## src/rtl/regf_wb_if.sv

```systemverilog
// regf_wb_if: writeback request bus between the NUM_REQ writeback sources
// (master side) and regf_wb_arbiter (slave side). Requester i occupies
// req_rd_s[5i+4:5i] and req_rd_v[32i+31:32i].
interface regf_wb_if #(
  parameter int NUM_REQ = 3
);
  logic [NUM_REQ-1:0]    req_valid;
  logic [NUM_REQ*5-1:0]  req_rd_s;
  logic [NUM_REQ*32-1:0] req_rd_v;
  logic [NUM_REQ-1:0]    req_ready;

  modport master (
    output req_valid,
    output req_rd_s,
    output req_rd_v,
    input  req_ready
  );

  modport slave (
    input  req_valid,
    input  req_rd_s,
    input  req_rd_v,
    output req_ready
  );
endinterface

```

## src/rtl/regf_wb_arbiter.sv

```systemverilog
// regf_wb_arbiter: shares the register file write port among NUM_REQ
// writeback sources and tracks outstanding writes per register so decode
// can detect RAW hazards. Grant (p0) is combinational from req_valid; the
// write port register (p1) drives regf_we/rd_s/rd_v one cycle later.
// Build option: define WB_ARB_RR_EN for round-robin arbitration; otherwise
// fixed priority with the lowest index winning.
module regf_wb_arbiter #(
  parameter int NUM_REQ = 3
) (
  input  logic        clk,
  input  logic        rst,
  regf_wb_if.slave    wb,
  input  logic        alloc_valid,
  input  logic [4:0]  alloc_rd_s,
  output logic        alloc_ready,
  input  logic [4:0]  rs1_s,
  input  logic [4:0]  rs2_s,
  output logic        rs1_busy,
  output logic        rs2_busy,
  output logic        regf_we,
  output logic [4:0]  rd_s,
  output logic [31:0] rd_v
);
  localparam int IDX_W  = $clog2(NUM_REQ);
  localparam int DATA_W = 32;

  // Pending-write counter update; holds at 3 and at 0 so it never wraps.
  function automatic logic [1:0] cnt_next(input logic [1:0] c, input logic inc,
                                          input logic dec);
    logic [1:0] n;
    n = c;
    if (inc && !dec)
      n = (c == 2'd3) ? c : c + 2'd1;
    else if (dec && !inc)
      n = (c == 2'd0) ? c : c - 2'd1;
    return n;
  endfunction

  logic [IDX_W-1:0]   gnt_idx_p0;
  logic               vld_p0;
  logic [NUM_REQ-1:0] gnt_p0;
  logic [4:0]         sel_rd_s_p0;
  logic [DATA_W-1:0]  sel_rd_v_p0;
  logic [31:1]        inc_p0;
  logic [31:1]        dec_p0;
  logic               alloc_fire;
  logic [1:0]         cnt_q [1:31];
  logic               we_p1;
  logic [4:0]         rd_s_p1;
  logic [DATA_W-1:0]  rd_v_p1;

  // ---- stage p0: arbitration ----
`ifdef WB_ARB_RR_EN
  logic [IDX_W-1:0] ptr_q;

  // Round-robin search starting one past the last granted requester.
  always_comb begin
    int cand;
    cand       = 0;
    gnt_idx_p0 = '0;
    vld_p0     = 1'b0;
    for (int k = 0; k < NUM_REQ; k++) begin
      cand = (int'(ptr_q) + 1 + k) % NUM_REQ;
      if (!rst && !vld_p0 && wb.req_valid[cand[IDX_W-1:0]]) begin
        vld_p0     = 1'b1;
        gnt_idx_p0 = cand[IDX_W-1:0];
      end
    end
  end

  // Pointer follows the granted index; it holds while nobody requests.
  always_ff @(posedge clk) begin
    if (rst)
      ptr_q <= IDX_W'(NUM_REQ - 1);
    else if (vld_p0)
      ptr_q <= gnt_idx_p0;
  end
`else
  // Fixed priority: scanning downwards leaves the lowest valid index.
  always_comb begin
    gnt_idx_p0 = '0;
    vld_p0     = 1'b0;
    for (int k = NUM_REQ - 1; k >= 0; k--) begin
      if (!rst && wb.req_valid[k]) begin
        vld_p0     = 1'b1;
        gnt_idx_p0 = IDX_W'(k);
      end
    end
  end
`endif

  // One-hot grant and the granted requester's index/data.
  always_comb begin
    gnt_p0      = '0;
    sel_rd_s_p0 = '0;
    sel_rd_v_p0 = '0;
    for (int k = 0; k < NUM_REQ; k++) begin
      if (vld_p0 && (gnt_idx_p0 == IDX_W'(k))) begin
        gnt_p0[k]   = 1'b1;
        sel_rd_s_p0 = wb.req_rd_s[5*k +: 5];
        sel_rd_v_p0 = wb.req_rd_v[DATA_W*k +: DATA_W];
      end
    end
  end

  assign wb.req_ready = gnt_p0;

  // Scoreboard lookups; x0 is never busy and a full counter blocks decode.
  always_comb begin
    alloc_ready = !rst && !((alloc_rd_s != 5'd0) && (cnt_q[alloc_rd_s] == 2'd3));
    rs1_busy    = !rst && (rs1_s != 5'd0) && (cnt_q[rs1_s] != 2'd0);
    rs2_busy    = !rst && (rs2_s != 5'd0) && (cnt_q[rs2_s] != 2'd0);
    alloc_fire  = alloc_valid && alloc_ready && (alloc_rd_s != 5'd0);
  end

  // Per-register increment (accepted allocation) and decrement (granted write).
  always_comb begin
    inc_p0 = '0;
    dec_p0 = '0;
    for (int r = 1; r < 32; r++) begin
      inc_p0[r] = alloc_fire && (alloc_rd_s == 5'(r));
      dec_p0[r] = vld_p0 && (sel_rd_s_p0 == 5'(r));
    end
  end

  // Pending-write counters; a same-register alloc and write cancel out.
  always_ff @(posedge clk) begin
    for (int r = 1; r < 32; r++) begin
      if (rst)
        cnt_q[r] <= 2'd0;
      else
        cnt_q[r] <= cnt_next(cnt_q[r], inc_p0[r], dec_p0[r]);
    end
  end

  // ---- stage p1: register file write port ----
  // Load on a grant (writes to x0 suppressed); otherwise drop the enable.
  always_ff @(posedge clk) begin
    if (rst) begin
      we_p1   <= 1'b0;
      rd_s_p1 <= '0;
      rd_v_p1 <= '0;
    end else if (vld_p0) begin
      we_p1   <= (sel_rd_s_p0 != 5'd0);
      rd_s_p1 <= sel_rd_s_p0;
      rd_v_p1 <= sel_rd_v_p0;
    end else begin
      we_p1   <= 1'b0;
    end
  end

  assign regf_we = we_p1;
  assign rd_s    = rd_s_p1;
  assign rd_v    = rd_v_p1;

endmodule

```

## src/flat_wrapper.sv

```systemverilog
// flat-port wrapper written by rule: the top's interface ports become plain ports
module regf_wb_arbiter_flat 
#(
  parameter int NUM_REQ = 3
)
  (clk, rst, alloc_valid, alloc_rd_s, alloc_ready, rs1_s, rs2_s, rs1_busy, rs2_busy, regf_we, rd_s, rd_v, wb_req_valid, wb_req_rd_s, wb_req_rd_v, wb_req_ready);
  regf_wb_if #(.NUM_REQ(NUM_REQ)) wb_i ();
  input  logic clk;
  input  logic rst;
  input  logic alloc_valid;
  input  logic [4:0] alloc_rd_s;
  output logic alloc_ready;
  input  logic [4:0] rs1_s;
  input  logic [4:0] rs2_s;
  output logic rs1_busy;
  output logic rs2_busy;
  output logic regf_we;
  output logic [4:0] rd_s;
  output logic [31:0] rd_v;
  input wire logic [$bits(wb_i.req_valid)-1:0] wb_req_valid;
  input wire logic [$bits(wb_i.req_rd_s)-1:0] wb_req_rd_s;
  input wire logic [$bits(wb_i.req_rd_v)-1:0] wb_req_rd_v;
  output wire logic [$bits(wb_i.req_ready)-1:0] wb_req_ready;
  assign wb_i.req_valid = wb_req_valid;
  assign wb_i.req_rd_s = wb_req_rd_s;
  assign wb_i.req_rd_v = wb_req_rd_v;
  assign wb_req_ready = wb_i.req_ready;
  regf_wb_arbiter #(.NUM_REQ(NUM_REQ)) u_core (.clk(clk), .rst(rst), .wb(wb_i), .alloc_valid(alloc_valid), .alloc_rd_s(alloc_rd_s), .alloc_ready(alloc_ready), .rs1_s(rs1_s), .rs2_s(rs2_s), .rs1_busy(rs1_busy), .rs2_busy(rs2_busy), .regf_we(regf_we), .rd_s(rd_s), .rd_v(rd_v));
endmodule
```

## config.mk

```make
export PLATFORM = sky130hd
export DESIGN_NAME = regf_wb_arbiter_flat
export DESIGN_NICKNAME = d
export VERILOG_FILES = /design/src/rtl/regf_wb_if.sv /design/src/rtl/regf_wb_arbiter.sv /design/src/flat_wrapper.sv
export SDC_FILE = /design/constraint.sdc
export NUM_CORES = 1
export LEC_CHECK = 0
export ABC_AREA = 1
export BUFFER_PORTS_ARGS = -buffer_cell sky130_fd_sc_hd__buf_2
export CAP_MARGIN = 20
export CORE_UTILIZATION = 47
export CTS_CLUSTER_SIZE = 16
export DETAILED_ROUTE_END_ITERATION = 8
export PLACE_DENSITY = 0.76
export SLEW_MARGIN = 20
export SYNTH_ARGS = -nofsm -noshare
export SYNTH_HDL_FRONTEND = slang
export SYNTH_SLANG_ARGS = --single-unit
```

## constraint.sdc

```tcl
create_clock -name clk -period 6.1 [get_ports clk]
set_input_delay 0.915 -clock clk [delete_from_list [all_inputs] [get_ports clk]]
set_output_delay 0.915 -clock clk [all_outputs]
set_load 0.01 [all_outputs]
```

==> impl_results.md <==
* Status: completed
* Yosys cell types at 45
* HP Class: reg2reg
* Pwr/cell area at 188.1 nW/um^2
* Top cell type's share of synthesized area at 28.37%
* CTS Buffer Depth at 2
* CP endpoint kind: output pin
* Post_cts resized at 0
* Row cnt at 44
* Tot GR Track Use at 30.44%
* Fmax achieved at 0.2530 GHz
* Port bufs at 175
* Critical Path RT at 5.18 ns
* Core area at 14,590 sq um
* Starting Density at 48.36%
* Mean Syn Cell Area at 6.067 sq um
* Clock transition at path regs at 0.07 ns
* Placed cell areas at 7936 sq um
* Commonest cells post-synth: 310 x nand2_1, 147 x nor2_1, 124 x nand3_1, 100 x dfxtp_1, 91 x inv_1
* Crit Path Max Fanout at 43
* Fin crit share at 64.79%
* Final instance area at 8229 sq um
* DRT iter0 DRCs at 807
* Clock root buffer: clkbuf_16
* DRC at 0
* Final number of hold-violating endpoints at 0
* Drt wl/cell at 15.84 um
* Routed via count at 8,353
* Initial antenna violation count at 3
* DRT Pass-1 Iters at 5
* Commonest register cell after synthesis: dfxtp_1
* Synth top area cells: dfxtp_1 28%, nand2_1 16%, nand3_1 8.8%
* Worst path arrival time at 3.04 ns
* Unrepaired setup endpoints after global routing: no
* ANT nets after route at 0
* Final setup viols at 0
* I/O Pins at 176
* Die Area at 15,510 sq um
* Vias in the first global route at 7,751
* Fin crit period at 3.952 ns
* CTS Buf Count at 9
* Count leader, synth: nand2_1
* VDD IR-drop max at 189.5 uV
* Yosys warnings at 0
* Synth Cell Area at 7056 sq um
* Drt total wl at 23.67 mm
* Largest net degree at the start of global routing at 60
* Fin Setup TNS at 0 ns
* Worst Tran Pin Value at 0.8252 ns
* Seq/Total Area, Yosys at 28.37%
* Post-Syn Nets at 1,296
* Synth area leader: dfxtp_1
* Final Net Count at 1,435
* Global-route wire length before repair at 37.99 mm
* Setup repair bufs after CTS at 0
* Hold buffers post-CTS at 0
* CTS H-tree depth at 3
* CTS tree: done
* Layout fillers at 1,499
* Yosys reg bits at 100
* WHS at 0.4665 ns
* Slew headroom at 44.99%
* # clock sinks at 100
* Hpwl dp at 17.63 mm
* Crit Path Category: in2out
* Routed vias/inst at 5.591
* Clock insertion delay at the later pin of the skew report at 0.37 ns
* Die H at 124.5 um
* GR Overflow Total at 0
* Pleak at 3.607 nW
* Number of enable flip-flop cells after synthesis at 0
* Max-capacitance violation count at 0
* Worst Clk Skew at 0.01325 ns
* Gate Count Post-Synth at 1,163
* Ys async rst share at 0%
* Critical path startpoint category: primary input
* Slew Limit Fails at 0
* Fraction of layout cells with a size suffix above 1 at 20.89%
* Synthesis-to-finish area growth at 16.63%
* GP Congestion at 0.9761
* Die Span X at 124.5 um
path summary, 6_finish.rpt:
check | from | end | slack (ns) | cells after the start
hold reg to reg | u_core.rd_s[4] | u_core.rd_s[4] | 0.47 | 2
setup reg to reg | u_core.cnt_q[18][1] | u_core.cnt_q[21][0] | 3.52 | 17
setup / recovery | alloc_rd_s[0] | alloc_ready | 2.15 | 9
hold / removal | u_core.rd_s[4] | u_core.rd_s[4] | 0.47 | 2
critical path, stage by stage:
cell and delay, ns:
buf_2 0.59, nor2_2 0.19, inv_1 0.15, nor2_1 0.06
nor2_1 0.55, nand3_2 0.19, nand2_1 0.15, nor2_4 0.06
buf_2 0.16
cell usage in the layout (no fill, tap or decap), types with 3 or more instances in the layout:
cell | synthesis | final
a22oi_1 | 32 | 32
dfxtp_1 | 100 | 100
nand4_1 | 14 | 14
nand2_2 | 21 | 21
clkbuf_16 | 0 | 9
inv_1 | 91 | 91
nand2_1 | 310 | 310
or2_1 | 5 | 5
buf_2 | 12 | 175
o21ai_1 | 38 | 38
inv_2 | 14 | 14
o21ai_0 | 64 | 64
diode_2 | 0 | 3
o311ai_0 | 5 | 5
nand3_1 | 124 | 124
a32o_1 | 4 | 4
nand3_2 | 6 | 6
nor2_1 | 147 | 147
o21bai_1 | 7 | 7
nor2_4 | 5 | 5
o22ai_1 | 4 | 4
buf_4 | 3 | 5
o211ai_1 | 10 | 10
nand3b_1 | 7 | 7
a21oi_1 | 53 | 53
nor3_2 | 5 | 3
nor3_1 | 8 | 8
nor2_2 | 21 | 21
where the power goes:
group          total (mW)  switching (mW)  internal (mW)  leakage, nW
clock network       0.575           0.289          0.286        0.137
logic               0.278           0.183         0.0951         2.65
registers           0.696          0.0157          0.680        0.817
total                1.55           0.487           1.06         3.61
metal layers:
| metal | part of all wire (%) | vias up | wire length, um | track usage, % |
|---|---|---|---|---|
| li1 | - | 4119 | - | - |
| met1 | 41 | 3737 | 9634 | 37.21 |
| met2 | 46 | 415 | 10900 | 50.57 |
| met3 | 9.2 | 82 | 2187 | 7.131 |
| met4 | 4.0 | 0 | 940 | 13.68 |
| met5 | 0 | - | 0 | 0 |
registers in the layout, indices dropped and copies added, names as in the netlist:
signal          cells
u_core.rd_s         5
u_core.cnt_q       62
u_core.regf_we      1
u_core.rd_v        32
kinds of logic after synthesis:
kind of cell / after synthesis / synth area share, %
flops: 100 / 28.37
buf+inv: 159 / 9.860
compound gates: 225 / 18.73
fa+ha+maj: 1 / 0.1773
simple gates: 678 / 42.86
cell type report:
cell class / count / area (sq um) / area share [%]
diodes: 3 / 7.507 / 0.09123
clock buffers: 10 / 229.0 / 2.782
flip-flops and latches: 100 / 2002 / 24.33
well taps: 184 / 230.2 / 2.798
multi-input cells: 904 / 4384 / 53.28
inverters: 107 / 406.6 / 4.941
clock inverters: 6 / 56.30 / 0.6842
repair buffers: 180 / 913.4 / 11.10
through the flow:
stage               instances  setup WS [ns]  utilization (%)  total power, mW
floorplan                1163          2.999                -           0.8670
CTS                      1491          2.212            56.36            1.549
global route             1494          1.949            56.41            1.603
global placement         1475          1.941            54.40           0.9817
detailed placement       1475          1.952            54.40           0.9834
finish                   1494          2.148            56.41            1.548
Note: power is estimated with default switching activity, not from simulation.
